===== src/rtl/uart_boot_loader.sv =====
// Boot-image loader: frames UART bytes (A5, LEN, 4*LEN data, CSUM) into 32-bit
// little-endian instruction writes and holds the CPU in reset until a clean load.
module uart_boot_loader #(
    parameter int AW      = 8,
    parameter int TIMEOUT = 100000
) (
    input  logic          clk,
    input  logic          reset,
    input  logic [7:0]    rx_data,
    input  logic          rx_valid,
    output logic          mem_we,
    output logic [AW-1:0] mem_adr,
    output logic [31:0]   mem_wd,
    output logic          cpu_hold,
    output logic          done,
    output logic          error,
    output logic [31:0]   rx_check
);

    localparam logic [7:0] MAGIC = 8'hA5;
    localparam int         TW    = $clog2(TIMEOUT + 1);

    typedef enum logic [2:0] {
        S_IDLE,
        S_LEN,
        S_DATA,
        S_CSUM,
        S_DONE,
        S_ERR
    } state_t;

    state_t          state, state_nx;
    logic [1:0]      idx;
    logic [AW-1:0]   addr;
    logic [AW-1:0]   last_adr;
    logic [AW-1:0]   last_adr_nx;
    logic [7:0]      csum;
    logic [23:0]     lanes;
    logic [TW-1:0]   idle_cnt;
    logic            magic;
    logic            in_frame;
    logic            timed_out;
    logic            word_end;
    int              len_words;

    assign magic     = rx_valid && (rx_data == MAGIC);
    assign in_frame  = (state == S_LEN) || (state == S_DATA) || (state == S_CSUM);
    assign timed_out = in_frame && !rx_valid && (idle_cnt == TW'(TIMEOUT - 1));
    assign word_end  = (state == S_DATA) && rx_valid && (idx == 2'd3);

    // LEN=0 encodes 256 words; the count is then clipped to the address space.
    always_comb begin
        len_words = (rx_data == 8'd0) ? 256 : int'(rx_data);
        if (len_words > (1 << AW)) len_words = 1 << AW;
        last_adr_nx = AW'(len_words - 1);
    end

    // NOTE: every always_comb output gets a default first so no path leaves it unassigned (no latch).
    always_comb begin
        state_nx = state;
        if (timed_out) begin
            state_nx = S_ERR;
        end else begin
            case (state)
                S_IDLE, S_DONE, S_ERR: if (magic) state_nx = S_LEN;
                S_LEN:  if (rx_valid) state_nx = S_DATA;
                S_DATA: if (word_end && (addr == last_adr)) state_nx = S_CSUM;
                S_CSUM: if (rx_valid) state_nx = (rx_data == csum) ? S_DONE : S_ERR;
                default: state_nx = S_IDLE;
            endcase
        end
    end

    // NOTE: sequential state uses non-blocking assignments so all registers update from pre-edge values.
    always_ff @(posedge clk or negedge reset) begin
        if (!reset) state <= S_IDLE;
        else        state <= state_nx;
    end

    always_ff @(posedge clk or negedge reset) begin
        if (!reset) begin
            mem_we   <= 1'b0;
            mem_adr  <= '0;
            mem_wd   <= '0;
            rx_check <= '0;
            cpu_hold <= 1'b1;
            done     <= 1'b0;
            error    <= 1'b0;
            idx      <= '0;
            addr     <= '0;
            last_adr <= '0;
            csum     <= '0;
            lanes    <= '0;
            idle_cnt <= '0;
        end else begin
            mem_we <= 1'b0;

            if (in_frame && !rx_valid) idle_cnt <= idle_cnt + 1'b1;
            else                       idle_cnt <= '0;

            case (state)
                S_IDLE, S_DONE, S_ERR: begin
                    if (magic) begin
                        error    <= 1'b0;
                        done     <= 1'b0;
                        cpu_hold <= 1'b1;
                    end else if (state == S_DONE) begin
                        cpu_hold <= 1'b0;
                    end
                end
                S_LEN: begin
                    if (rx_valid) begin
                        last_adr <= last_adr_nx;
                        idx      <= '0;
                        addr     <= '0;
                        csum     <= '0;
                    end
                end
                S_DATA: begin
                    if (rx_valid) begin
                        csum <= csum ^ rx_data;
                        idx  <= idx + 2'd1;
                        case (idx)
                            2'd0: lanes[7:0]   <= rx_data;
                            2'd1: lanes[15:8]  <= rx_data;
                            2'd2: lanes[23:16] <= rx_data;
                            default: begin
                                // Fourth byte completes the word: write it on the next cycle.
                                mem_we   <= 1'b1;
                                mem_adr  <= addr;
                                mem_wd   <= {rx_data, lanes};
                                rx_check <= {rx_data, lanes};
                                addr     <= addr + 1'b1;
                            end
                        endcase
                    end
                end
                S_CSUM: begin
                    if (rx_valid) begin
                        if (rx_data == csum) done  <= 1'b1;
                        else                 error <= 1'b1;
                    end
                end
                default: ;
            endcase

            if (timed_out) error <= 1'b1;
        end
    end

endmodule

===== config.mk =====
export PLATFORM = sky130hd
export DESIGN_NAME = uart_boot_loader
export DESIGN_NICKNAME = d
export VERILOG_FILES = /design/src/rtl/uart_boot_loader.sv
export SDC_FILE = /design/constraint.sdc
export NUM_CORES = 1
export LEC_CHECK = 0
export BUFFER_PORTS_ARGS = -buffer_cell sky130_fd_sc_hd__buf_2
export CORE_UTILIZATION = 60
export DETAILED_ROUTE_END_ITERATION = 8
export GPL_ROUTABILITY_DRIVEN = 0
export PLACE_DENSITY = 0.84
export SKIP_CTS_REPAIR_TIMING = 1
export SYNTH_ARGS = -nofsm -noshare
export SYNTH_HDL_FRONTEND = slang
export SYNTH_SLANG_ARGS = --single-unit

===== constraint.sdc =====
create_clock -name clk -period 4.9 [get_ports clk]
set_clock_uncertainty 0.2 [all_clocks]
set_input_delay 0.735 -clock clk [delete_from_list [all_inputs] [get_ports clk]]
set_output_delay 0.735 -clock clk [all_outputs]
set_load 0.05 [all_outputs]

Word-level counts from Yosys, hierarchy flattened. Index checks and enable logic that the tools add are counted.

Logic and storage cells: 106. Register bits after elaboration: 114. Bits of input ports: 11. Output and inout bits: 76.

Add/subtract/negate cells: 4. Order comparisons: 1. Muxes and demuxes: 32. Reductions and logical operators: 29. Equality and inequality tests: 23. Bitwise gates (word level): 2.

Operators with widths (count): $mux 8 (5); $pmux 8 s2 (2); $add 17x1->17 const B (1); $eq 17x17->1 const B (1); $mux 17 (1); $eq 8x8->1 (2); $reduce_and 4->1 (4); $mux 3 (5); $reduce_and 3->1 (5); $mux 1 (12); $ne 3x3->1 const B (4); $pmux 3 s4 (1); $ne 2x2->1 const B (5); $gt 9x9->1 const B (1); $mux 9 (1); $add 8x1->8 const B (1); $eq 8x8->1 const B (1); $logic_not 8->1 (1); $sub 8x2->8 const B (1); $xor 8x8->8 (1); $eq 3x2->1 const B (2); $eq 3x3->1 const B (2); $logic_and 1x1->1 (6); $reduce_bool 2->1 (3); 17 further kinds (23).

Depth between registers and ports, before layout.
Word-level depth: 7. Gate-level depth with buffers: 8. Gate-level depth less buffers: 6.

Least setup slack after synthesis. OpenSTA, ideal clock, no wires.

Path kind: input to register. Start point: input port rx_valid. End point: register rx_check[10]. Arrival: 2.082 ns. Setup time: 0.125 ns. Required time: 4.575 ns. Path slack: 2.494 ns. Cell stages on the path: 7. Buffers on the path: 3. Cells stage by stage: buf_2 > nor4bb_1 > buf_2 > nand2_1 > inv_2 > buf_2 > mux2_2.

Longest elaborated chain between the ends: 1.

RTL lines: start: declaration (line 10) `input logic rx_valid,`; $reduce_and 3->1 (no source line); end signal: assignment (line 132) `rx_check <= {rx_data, lanes};`; end: declaration (line 17) `output logic [31:0] rx_check`.

Every way passes these cells. A chain may end at the register's enable or synchronous reset.

Worst setup path in the final report.
Start point: register state[1]. End point: register rx_check[5].

Longest elaborated chain between the ends: 2.

RTL lines: start: declaration (line 32) `state_t state, state_nx;`; start signal: assignment (line 77) `else state <= state_nx;`; $eq 3x2->1 (line 101) `case (state)`; $reduce_and 3->1 (no source line).

Every way passes these cells.

==> results.py <==
metrics = {
    "critical_path": {
        "crit_path_top_delay_cell": "inv_2",
        "crit_family": "buffers and inverters",
        "crit_chain": "nor4bb_2 -> buf_4 -> nand2_1 -> inv_2 -> mux2_2",
        "arrival_ns": 3.24,
        "reg2reg_depth": 5,
        "r2r-end": "rx_check[5]$_DFFE_PN0P_",
        "cpPeakStageDelay_ns": 0.65,
        "critPathBufInv": 2,
        "worst-setup-path-type": "reg -> reg",
        "worstReg2RegStart": "state[1]$_DFFE_PN0P_",
        "r2r_setup_slack_ns": 1.86,
        "cp_max_fo": 27,
        "startpoint_type": "flop",
        "endpoint_kind": "flop",
        "crit_required_ns": 5.10,
    },
    "cells_and_area": {
        "drive_above_1_share_pct": 33.1,
        "nets": 563,
        "num_antenna_cells": 0,
        "synthToLayoutAreaGrowth_pct": 16.2,
        "stdcell_area_sq_um": 6240,
    },
    "logic_synthesis": {
        "synth.most_common_cell": "dfrtp_1",
        "synth-seq-cells": 114,
        "avgSynthCellArea_sq_um": 11.0,
        "synth_top_area_share_pct": 52.7,
        "ys.flop_type": "dfrtp_1",
        "synth.cell_area_sq_um": 5370,
        "synth.largest_area_cell": "dfrtp_1",
        "yosysSeqAreaShare_pct": 53.1,
        "yosys_warnings": 0,
        "netlist_top_cells_count": "dfrtp_1, mux2_2, nand2_1",
        "synth_nets": 509,
        "synthArstFlopShare_pct": 100,
        "syn_inst": 489,
        "ys_top_cells_by_area": "dfrtp_1, mux2_2, buf_4",
        "synth_edf_count": 0,
        "ys_types": 43,
    },
    "clocking": {
        "clockBufferDepth": 2,
        "insertion_delay_ns": 0.52,
        "cts_tree": "done",
        "cts_sinks": 114,
        "htree_levels": 4,
        "numCtsBuffers": 17,
        "clk_pin_slew_ns": 0.06,
        "cts_root_buf": "clkbuf_8",
    },
    "floorplanning": {
        "die_height_um": 96.6,
        "die-area_sq_um": 9330,
        "pin_count": 87,
        "row_count": 34,
        "core_area_sq_um": 8680,
        "start_util_pct": 61.9,
        "dieWidth_um": 96.6,
    },
    "power": {
        "peakVddDrop_mv": 0.244,
        "powerDensity_nw_per_um2": 363,
        "p_leak_nw": 3.16,
    },
    "placed_design": {
        "placed_cell_area_sq_um": 5640,
        "dp.final_hpwl_um": 7200,
        "port_buffers": 86,
    },
    "timing": {
        "post-route-period-util_pct": 61.9,
        "drv_slew": 0,
        "rsz0062_at_grt": "no",
        "slew_headroom_pct": 18.1,
        "setup_viol": 0,
        "fmax_mhz": 329,
        "final-hold-violation-count": 0,
        "worst_slew_pin_slew_ns": 1.22,
        "setup_tns_ns": 0,
        "fin_crit_ns": 3.04,
    },
    "routing": {
        "vias": 3906,
        "drt_iter0_markers": 267,
        "via_per_inst": 5.88,
        "avgRoutedWirePerCell_um": 17.3,
        "drt_first_pass_iters": 5,
        "drc": 0,
        "drt-total-wl_um": 11500,
        "ant_nets": 0,
    },
    "grt": {
        "grt_usage_pct": 26.4,
        "grt_max_degree": 90,
        "top_usage_layer": "met2",
        "grt_pass1_vias": 3866,
        "met2_usage_pct": 41.5,
        "antenna_found_initial": 0,
        "grt_pass1_wl_um": 19300,
        "grtUsageMet3_pct": 9.03,
        "grt_overflow": 0,
        "met1_usage_pct": 32.7,
    },
    "status": {
        "status": "complete, no violations",
    },
    "hold_path": {
        "hold_class": "in -> async",
    },
    "run": {
        "maxCapViolations": 0,
    },
}
worst reg2reg max path: stages, from the launching register on:
cell      delay [ns]
dfrtp_1         0.61
nor4bb_2        0.28
buf_4           0.26
nand2_1         0.50
inv_2           0.65
mux2_2          0.41
stage by stage:
stage | utilization, % | std cells | hold slack [ns] | total power (W) | setup WS (ns)
2_1_floorplan | - | 489 | 0.239 | 0.00101 | 2.49
3_3_place_gp | 65.0 | 632 | 0.257 | 0.00105 | 1.64
3_5_place_dp | 65.0 | 632 | 0.274 | 0.00105 | 1.57
4_1_cts | 71.9 | 664 | 0.246 | 0.00228 | 1.86
5_1_grt | 71.9 | 664 | 0.297 | 0.00234 | 1.60
6_report | 71.9 | 664 | 0.212 | 0.00226 | 1.86
cell families (layout without fill, tap and decap cells):
group,Yosys count,after routing,synth area share [%]
simple gates,141,141,13.4
flops,114,114,53.1
compound gates,72,72,7.50
buf+inv,65,132,6.92
mux,56,56,11.7
xor+xnor,32,32,5.22
fa+ha+maj,9,9,2.10
where the power goes:
part           total (W)  leakage, nW  switching, W  internal (W)
Combinational  0.0000758         1.29     0.0000540     0.0000218
Sequential      0.000961         1.58     0.0000105      0.000950
Clock            0.00123        0.289      0.000448      0.000779
Total            0.00226         3.16      0.000513       0.00175
area by class of cell:
type | instances | area [sq um]
clock inverter | 15 | 181
timing repair buffer | 89 | 455
tap | 108 | 135
clock buffer | 17 | 414
fill | 583 | 2440
multi-input combinational | 310 | 2160
inverter | 11 | 41.3
sequential | 114 | 2850
sequential cells by signal, summed over array words and instances, names as in the netlist:
register and cells:
idle_cnt 17, mem_adr 8, state 3, lanes 24
last_adr 8, error 1, mem_we 1, rx_check 32
idx 2, done 1, addr 8, cpu_hold 1
csum 8
layout by cell type, fill, tap and decap left out, types with 4 or more instances in the layout:
cell and n:
a21oi_1 16, and3_1 4, buf_2 85, buf_4 4
clkbuf_16 16, dfrtp_1 113, ha_1 9, inv_1 10
inv_6 4, mux2_2 56, nand2_1 41, nand3_1 14
nand4_1 12, nor2_1 32, nor3_1 4, nor4_1 4
o21ai_0 40, o31ai_1 6, or3_1 8, or4_1 6
xnor2_1 15, xor2_1 17
metal layers:
| layer | vias up | share of wire (%) |
|---|---|---|
| met5 | - | 0 |
| met2 | 168 | 49 |
| met1 | 1912 | 40 |
| li1 | 1790 | - |
| met3 | 36 | 7.2 |
| met4 | 0 | 3.0 |
worst max path at each step:
stage               slack [ns]  depth (start not counted)            startpoint                       end
finish                    1.86                          5  state[1]$_DFFE_PN0P_   rx_check[5]$_DFFE_PN0P_
global route              1.60                          5  state[1]$_DFFE_PN0P_   rx_check[5]$_DFFE_PN0P_
CTS                       1.86                          5  state[1]$_DFFE_PN0P_   rx_check[5]$_DFFE_PN0P_
detailed placement        1.57                          6              rx_valid   rx_check[9]$_DFFE_PN0P_
global placement          1.64                          6              rx_valid  rx_check[23]$_DFFE_PN0P_
floorplan                 2.49                          7              rx_valid  rx_check[10]$_DFFE_PN0P_
No activity file was read; power rests on OpenSTA's default activity.
